### config.mk
export PLATFORM = sky130hd
export DESIGN_NAME = agg_window_ctrl
export DESIGN_NICKNAME = d
export VERILOG_FILES = /design/src/rtl/agg_window_ctrl.sv
export SDC_FILE = /design/constraint.sdc
export NUM_CORES = 1
export LEC_CHECK = 0
export ABC_AREA = 1
export BUFFER_PORTS_ARGS = -buffer_cell sky130_fd_sc_hd__buf_2
export CAP_MARGIN = 15
export CORE_MARGIN = 5
export CORE_UTILIZATION = 54
export DETAILED_ROUTE_END_ITERATION = 12
export PLACE_DENSITY_LB_ADDON = 0.12
export SLEW_MARGIN = 5
export SYNTH_ARGS = -nofsm -noshare
export SYNTH_HDL_FRONTEND = slang
export SYNTH_SLANG_ARGS = --single-unit
### constraint.sdc
create_clock -name clk -period 3.2 [get_ports clk]
set_input_delay 0.48 -clock clk [delete_from_list [all_inputs] [get_ports clk]]
set_output_delay 0.48 -clock clk [all_outputs]
set_load 0.05 [all_outputs]
### src/rtl/agg_window_ctrl.sv
// Window sequencer for the 12-bit bipolar aggregator: clears it, streams cfg_win_len samples, returns sum/activation.
// Optional build macro AGG_CTRL_CNT_EN adds the win_cnt completed-window counter and ovf_flag commit-overflow flag.
module agg_window_ctrl #(
  parameter int WIN_W = 10,
  parameter int AGG_W = 12
) (
  input  logic                    clk,
  input  logic                    rst,
  input  logic                    start,
  input  logic [WIN_W-1:0]        cfg_win_len,
  input  logic                    abort,
  input  logic                    s_valid,
  input  logic                    s_bit,
  output logic                    s_ready,
  output logic                    agg_rst,
  output logic                    agg_calc_1,
  output logic                    agg_calc_in,
  input  logic signed [AGG_W-1:0] agg_out2alu,
  input  logic                    agg_out_acted,
  output logic                    r_valid,
  output logic signed [AGG_W-1:0] r_sum,
  output logic                    r_act,
  input  logic                    r_ready,
  output logic                    busy
`ifdef AGG_CTRL_CNT_EN
  ,
  output logic [15:0]             win_cnt,
  output logic [0:0]              ovf_flag
`endif
);

  localparam logic [2:0] IDLE   = 3'd0;
  localparam logic [2:0] CLEAR  = 3'd1;
  localparam logic [2:0] ACCUM  = 3'd2;
  localparam logic [2:0] DRAIN  = 3'd3;
  localparam logic [2:0] RESULT = 3'd4;

  logic [2:0]       state;
  logic [2:0]       state_nxt;
  logic [WIN_W-1:0] remaining;
  logic             drain_cnt;
  logic             hs;
  logic             accept;

`ifdef AGG_CTRL_CNT_EN
  // A commit that would push the sum past either end of the AGG_W range.
  function automatic logic commit_ovf(input logic signed [AGG_W-1:0] sum, input logic sample);
    logic signed [AGG_W-1:0] max_v;
    logic signed [AGG_W-1:0] min_v;
    max_v = {1'b0, {(AGG_W-1){1'b1}}};
    min_v = {1'b1, {(AGG_W-1){1'b0}}};
    return sample ? (sum == max_v) : (sum == min_v);
  endfunction
`endif

  // Abort and reset both withdraw s_ready so no sample is acknowledged on the way out.
  assign s_ready     = (state == ACCUM) && !abort && !rst;
  assign hs          = s_valid && s_ready;
  assign agg_calc_1  = hs;
  assign agg_calc_in = hs && s_bit;
  assign agg_rst     = rst || (state == IDLE) || (state == CLEAR);
  assign r_valid     = (state == RESULT) && !rst;
  assign busy        = (state != IDLE) && !rst;
  assign accept      = (state == IDLE) && start && !abort;

  always_comb begin
    state_nxt = state;
    case (state)
      IDLE:    if (accept) state_nxt = CLEAR;
      CLEAR:   if (abort) state_nxt = IDLE;
               else if (remaining == '0) state_nxt = DRAIN;
               else state_nxt = ACCUM;
      ACCUM:   if (abort) state_nxt = IDLE;
               else if (hs && (remaining == WIN_W'(1))) state_nxt = DRAIN;
      DRAIN:   if (abort) state_nxt = IDLE;
               else if (drain_cnt) state_nxt = RESULT;
      RESULT:  if (r_ready) state_nxt = IDLE;
      default: state_nxt = IDLE;
    endcase
  end

  always_ff @(posedge clk) begin
    if (rst) begin
      state     <= IDLE;
      remaining <= '0;
      drain_cnt <= 1'b0;
      r_sum     <= '0;
      r_act     <= 1'b0;
    end else begin
      state <= state_nxt;
      if (accept)
        remaining <= cfg_win_len;
      else if (hs && (remaining != '0))
        remaining <= remaining - WIN_W'(1);
      // Sum settles one cycle after the last commit, activation one cycle after that.
      drain_cnt <= (state == DRAIN) && !drain_cnt && !abort;
      if ((state == DRAIN) && drain_cnt && !abort) begin
        r_sum <= agg_out2alu;
        r_act <= agg_out_acted;
      end
    end
  end

`ifdef AGG_CTRL_CNT_EN
  always_ff @(posedge clk) begin
    if (rst) begin
      win_cnt  <= 16'd0;
      ovf_flag <= 1'b0;
    end else begin
      if ((state == RESULT) && r_ready)
        win_cnt <= win_cnt + 16'd1;
      if (state == CLEAR)
        ovf_flag <= 1'b0;
      else if (hs && commit_ovf(agg_out2alu, s_bit))
        ovf_flag <= 1'b1;
    end
  end
`endif

endmodule

=== Word level (Yosys, flattened, before mapping) ===
Index checks and enable logic that the tools add are counted.

* Output and inout bits: 19
* Word-level logic and storage cells: 51
* Input bits: 30
* Register bits after elaboration: 27

* Equal/unequal tests: 9
* Reductions and logical operators: 25
* Add/subtract/negate cells: 1
* Muxes and demuxes: 11

{| class="wikitable"
|+ Operators with widths
! cell !! count
|-
| $mux 10 || 2
|-
| $mux 3 || 6
|-
| $pmux 3 s5 || 1
|-
| $logic_and 1x1->1 || 14
|-
| $eq 10x1->1 const B || 1
|-
| $logic_not 10->1 || 1
|-
| $reduce_bool 10->1 || 1
|-
| $sub 10x1->10 const B || 1
|-
| $eq 3x2->1 const B || 2
|-
| $ne 2x2->1 const B || 2
|-
| $reduce_and 4->1 || 1
|-
| $eq 3x1->1 const B || 1
|-
| $eq 3x3->1 const B || 1
|-
| $logic_not 1->1 || 3
|-
| $logic_not 3->1 || 1
|-
| $ne 3x2->1 const B || 1
|-
| $ne 3x3->1 const B || 1
|-
| $reduce_bool 3->1 || 1
|-
| $logic_or 1x1->1 || 2
|-
| $mux 2 || 1
|-
| $reduce_bool 2->1 || 1
|-
| $mux 1 || 1
|}

=== Logic depth before layout (Yosys ltp) ===
Gate-level depths: netlist (run 1).

* Depth in word-level cells: 8
* Gate-level depth with buffers: 10
* Mapped depth without buffers: 10

=== Worst setup path after synthesis (run 1) ===
OpenSTA, ideal clock, no wires.

* Kind: register to output
* From: register state[2]
* To: output port r_valid
* Stages on the path, launching flop included: 3
* Data arrival time: 1943 ps
* Path buffers: 0
* Setup slack: 777 ps
* Data required time: 2720 ps
* Cells stage by stage: dfxtp_1 inv_1 nor4_1

* Longest elaborated chain between the ends: 2

{| class="wikitable"
|+ RTL lines
! item !! line !! source
|-
| start: declaration || 38 || <nowiki>logic [2:0] state;</nowiki>
|-
| start signal: assignment || 90 || <nowiki>state <= state_nxt;</nowiki>
|-
| $eq 3x3->1 || 62 || <nowiki>assign r_valid = (state == RESULT) && !rst;</nowiki>
|-
| $logic_and 1x1->1 || 62 ||
|-
| end: declaration || 20 || <nowiki>output logic r_valid,</nowiki>
|}

No other way between the ends.

=== Worst setup path after layout (run 1) ===
* From: register state[0]
* To: output port agg_calc_in

* Longest elaborated chain between the ends: 5

{| class="wikitable"
|+ RTL lines
! item !! line !! source
|-
| $eq 3x2->1 || 57 || <nowiki>assign s_ready = (state == ACCUM) && !abort && !rst;</nowiki>
|-
| $logic_and 1x1->1 (2 in a row) || 57 ||
|-
| $logic_and 1x1->1 || 58 || <nowiki>assign hs = s_valid && s_ready;</nowiki>
|-
| $logic_and 1x1->1 || 60 || <nowiki>assign agg_calc_in = hs && s_bit;</nowiki>
|-
| end: declaration || 17 || <nowiki>output logic agg_calc_in,</nowiki>
|}

No other way between the ends.

==> results of run 1 <==
-- how the worst max path moves through the flow --
stage	from	endpoint	slack (ns)	cells after the start
finish	state[0]	agg_calc_in	1.13	4
global route	state[0]	agg_calc_in	0.96	4
CTS	state[0]	agg_calc_in	1.11	4
detailed placement	rst	agg_calc_in	1.16	6
global placement	rst	agg_calc_in	1.20	6
floorplan	state[2]	r_valid	0.78	2
-- flip-flops by register name (all words and copies together), names as in the netlist --
| signal | flops |
|---|---|
| r_act | 1 |
| state | 3 |
| drain_cnt | 1 |
| remaining | 10 |
| r_sum | 12 |
-- synthesized netlist by cell type --
cell type,count,area [sq um]
inv_2,2,7.51
nor4_1,1,6.26
nor2_2,2,12.5
nand3_1,19,95.1
nor3b_1,1,7.51
inv_6,1,8.76
dfxtp_1,27,541
and2_1,1,6.26
nand3_2,1,10.0
nor2_4,4,45.0
a21oi_1,15,75.1
nand2_1,49,184
inv_1,30,113
buf_4,1,7.51
o21ai_1,1,5.00
buf_6,1,11.3
clkbuf_1,1,3.75
nor2_1,40,150
nand2_2,2,12.5
nand3b_1,2,15.0
nand4_1,3,18.8
o21ai_0,20,100
buf_2,3,15.0
xnor2_1,2,17.5
ha_1,2,25.0
nand2_4,2,22.5
-- area by class of cell --
type | count | area (sq um) | area share (%)
Inverter | 33 | 129 | 7.17
Sequential cell | 27 | 541 | 30.1
Tap cell | 31 | 38.8 | 2.16
Multi-Input combinational cell | 167 | 808 | 45.0
Clock buffer | 4 | 26.3 | 1.46
Timing Repair Buffer | 50 | 255 | 14.2
-- power by group --
group          switching, mW  internal (mW)  leakage, nW
Combinational          0.358          0.199        0.667
Sequential            0.0460          0.376        0.219
Clock                 0.0999         0.0489       0.0150
-- per-stage QoR --
step	setup slack [ns]	hold WS (ns)	std cells	power [mW]	util, %
after floorplan	0.777	0.484	233	0.887	-
after global placement	1.20	0.430	308	0.981	64.8
after detailed placement	1.16	0.433	308	0.985	64.8
after CTS	1.11	0.354	312	1.14	65.8
after global routing	0.962	0.345	312	1.24	65.8
final	1.13	0.357	312	1.13	65.8
-- critical path, stage by stage (launching register included) --
cell,delay (ns)
dfxtp_1,0.40
nor2_1,0.24
nand3_2,0.14
nor3b_1,0.19
buf_2,0.29
-- metal layers --
layer  GRT usage (%)  vias to the layer above  wire (um)
met3            3.60                        5        209
met1            22.3                      667       1620
met2            25.8                       48       1420
met5               0                        -          0
met4            5.57                        0         44
li1                -                      826          -
-- cell families (layout without fill, tap and decap cells) --
logic type      count (synthesis)  count (layout)  share of synthesized area (%)
compound gates                 36              36                           11.9
xor+xnor                        2               2                           1.16
fa+ha+maj                       2               2                           1.65
buf+inv                        39              87                           11.0
flops                          27              27                           35.7
simple gates                  127             127                           38.6
==> results_dict.tcl, run 1 <==
set metrics [dict create \
    critPathKind "reg -> out" \
    ys_ff_latch 27 \
    dpl_cell_area_sq_mm 0.00177 \
    status "finished, final reports clean" \
    grt_pass1_vias 1387 \
    drt-vias-per-instance 4.96 \
    grt_usage_pct 16.5 \
    fp.dieW_um 63.0 \
    final_nets 314 \
    ys_seq_area_share_pct 35.7 \
    endpoint_kind "output port" \
    start_kind "register" \
    hp-class "in -> reg" \
    fp-row-count 19 \
    antenna_found_initial 0 \
    reg2reg_to "remaining[3]" \
    leakagePower_nw 0.902 \
    final_common_cell "nand2_1" \
    min_period_ns 2.07 \
    clk_path_buf_depth 2 \
    finalSetupViolations 0 \
    drv_cap 0 \
    finalHoldViolations 0 \
    worst_pin_slew_ns 0.308 \
    gp_congestion 0.863 \
    slew_violations 0 \
    skew_ns 0.00208 \
    die_h_um 63.0 \
    r2r_setup_slack_ns 1.55 \
    post-cts-setup-buffers 0 \
    hpwl_mm 2.49 \
    r2r-start "state[0]" \
    setup-tns-final_ns 0 \
    drt-wirelength-per-cell_um 10.5 \
    required_ns 2.72 \
    drtAntennaViolNets 0 \
    vias 1546 \
    dieArea_sq_mm 0.00397 \
    cts_tree "yes" \
    slew_headroom_pct 79.4 \
    grt_pass1_wl_mm 5.55 \
    worstPathArrival_ns 1.59 \
    numCtsBuffers 3 \
    yosys_warnings 0 \
    hold_end "drain_cnt" \
    cts_sinks 27 \
    drc 0 \
    powerDensity_mw_per_mm2 628 \
    core-area_sq_mm 0.00273 \
    initial_core_util_pct 55.4 \
    synth_nets 265 \
    min_period_over_period_pct 64.7 \
    ctsHoldBuffers 0 \
    synth.avg_cell_area_sq_um 6.50 \
    rsz0062_at_grt "no" \
    grt-ovfl-total 0 \
    syn2layout_area_growth_pct 18.7 \
    ir_worst_vdd_v 0.000393 \
    cts.htree.levels 1 \
    clkLatencyLatePin_ns 0.32 \
    grt_max_degree 28 \
    rr_worst_depth 8 \
    firstDrtPassIters 4 \
    clk_pin_slew_ns 0.14 \
    critical_path_peak_fanout 7 \
    min_path_cells 2 \
    fill_cells 276 \
    drt_first_iter_violations 93 \
    antenna_cells 0 \
    layout-drive-gt1-share_pct 23.8 \
    port_buffers 48 \
    fin_area_sq_mm 0.00180 \
    synth_cells 233 \
    pin_count 49 \
    final_cell_mix "nand2_1 (49), buf_2 (48), nor2_1 (40)" \
    yosysUniqueCellTypes 26 \
    root_buffer "clkbuf_4" \
    fmax_ghz 0.483 \
    wirelength_mm 3.29 \
    syn_area_sq_mm 0.00152 \
    cts_resized 0 \
    hold_start "rst" \
]
No activity file was read; power rests on OpenSTA's default activity.
==> run 2, diff against run 1 <==
--- a/config.mk
+++ b/config.mk
@@ -9,7 +9,7 @@
 export BUFFER_PORTS_ARGS = -buffer_cell sky130_fd_sc_hd__buf_2
 export CAP_MARGIN = 15
 export CORE_MARGIN = 5
-export CORE_UTILIZATION = 54
+export CORE_UTILIZATION = 45
 export DETAILED_ROUTE_END_ITERATION = 12
 export PLACE_DENSITY_LB_ADDON = 0.12
 export SLEW_MARGIN = 5
==> constraint.sdc (replaced) <==
create_clock -name clk -period 1.9 [get_ports clk]
set_input_delay 0.285 -clock clk [delete_from_list [all_inputs] [get_ports clk]]
set_output_delay 0.285 -clock clk [all_outputs]
set_load 0.05 [all_outputs]
==> results_dict.tcl, run 2 (synthesis results as in run 1) <==
set metrics [dict create \
    clk_path_buf_depth 2 \
    leakagePower_nw 0.913 \
    numCtsBuffers 3 \
    clkLatencyLatePin_ns 0.34 \
    cts_sinks 27 \
    powerDensity_mw_per_mm2 1050 \
    antenna_found_initial 0 \
    slew_headroom_pct 81.4 \
    critical_path_peak_fanout 7 \
    largest_reg_flops 12 \
    core-area_sq_mm 0.00331 \
    drt-wirelength-per-cell_um 10.6 \
    port_buffers 48 \
    register_area_sq_um 542 \
    drt_first_iter_violations 63 \
    cp_slowest_cell "dfxtp_1" \
    ctsHoldBuffers 0 \
    slew_violations 0 \
    worstPathArrival_ns 1.49 \
    slowest_delay_ns 0.42 \
    ir_worst_vdd_v 0.000374 \
    required_ns 1.62 \
    syn2layout_area_growth_pct 22.2 \
    dieArea_sq_mm 0.00463 \
    finalSetupViolations 0 \
    top_register "r_sum" \
    final_cell_mix "nand2_1 (49), buf_2 (46), nor2_1 (38)" \
    finalCoreUtilization_pct 55.9 \
    largestRegisters "r_sum: 12 flops, remaining: 10 flops, state: 3 flops" \
    vias 1514 \
    wirelength_mm 3.47 \
    layout-drive-gt1-share_pct 26.2 \
    fmax_ghz 0.563 \
    fill_cells 356 \
    grt_pass1_wl_mm 5.71 \
    initial_core_util_pct 45.8 \
    skew_ns 0.00240 \
    clk_pin_slew_ns 0.16 \
    crit_chain "nor2_2, nand2_2, inv_1, nor2_2, nand2_1, buf_2" \
    fin_area_sq_mm 0.00185 \
    drtAntennaViolNets 0 \
    min_period_ns 1.77 \
    cts_tree "yes" \
    firstDrtPassIters 5 \
    root_buffer "clkbuf_4" \
    endpoint_kind "output port" \
    fp-row-count 21 \
    status "finished, final reports clean" \
    drt-vias-per-instance 4.62 \
    final_nets 315 \
    worst_pin_slew_ns 0.278 \
    dpl_cell_area_sq_mm 0.00181 \
    setup-tns-final_ns 0 \
    antenna_cells 0 \
    rsz0062_at_grt "no" \
    path_common_cell "nor2_2" \
    min_period_over_period_pct 93.4 \
    multi_input_comb_area_sq_um 825 \
    cts.htree.levels 1 \
    final_common_cell "nand2_1" \
    grt_usage_pct 16.1 \
    drc 0 \
    start_kind "register" \
    power_mw 1.95 \
    pin_count 49 \
    die_h_um 68.0 \
    hp-class "in -> reg" \
    fp.dieW_um 68.0 \
    critPathKind "reg -> out" \
    grt_pass1_vias 1352 \
    finalHoldViolations 0 \
    grt_max_degree 28 \
    hpwl_mm 2.62 \
    gp_congestion 0.817 \
    grt-ovfl-total 0 \
    drv_cap 0 \
]
-- run 2: report_power, final --
group          switching (mW)  internal, mW  leakage [nW]  total, mW
sequential             0.0846         0.636         0.220      0.720
combinational           0.609         0.346         0.675      0.955
clock                   0.191        0.0861        0.0183      0.277
-- run 2: layout make-up --
type / count / area share (%)
Multi-Input combinational cell: 167 / 44.5
Clock inverter: 1 / 0.473
Tap cell: 46 / 3.11
Inverter: 33 / 6.96
Clock buffer: 3 / 1.22
Sequential cell: 27 / 29.3
Timing Repair Buffer: 51 / 14.5
-- run 2: critical path: cells and delay by family (launching register included) --
kind,cells,cell delay (ns)
simple gates,4,0.39
buf+inv,2,0.35
flops,1,0.42
-- run 2: metal layers --
layer / wire length (um) / GRT usage, %
met1: 1660 / 19.8
met2: 1620 / 28.9
met3: 150 / 1.97
met4: 41 / 5.21
met5: 0 / 0
-- run 2: final timing paths --
check | start | to | slack [ns] | cells past startpoint
max | state[0] | agg_rst | 0.13 | 6
min | rst | state[2] | 0.17 | 2
max reg2reg | remaining[0] | remaining[3] | 0.31 | 9
min reg2reg | r_sum[5] | r_sum[5] | 0.45 | 2
-- run 2: what timing repair did --
action	CTS	global route
buffers inserted	0	0
resized for setup	2	2
setup endpoints to repair	2	3
-- run 2: per-stage QoR --
stage	std cells	setup WS (ns)	hold WS, ns
after CTS	328	0.0443	0.161
after detailed placement	324	0.343	0.434
after global placement	324	0.391	0.429
after global routing	328	0.000263	0.153
final	328	0.125	0.172
after floorplan	233	0.0866	0.354
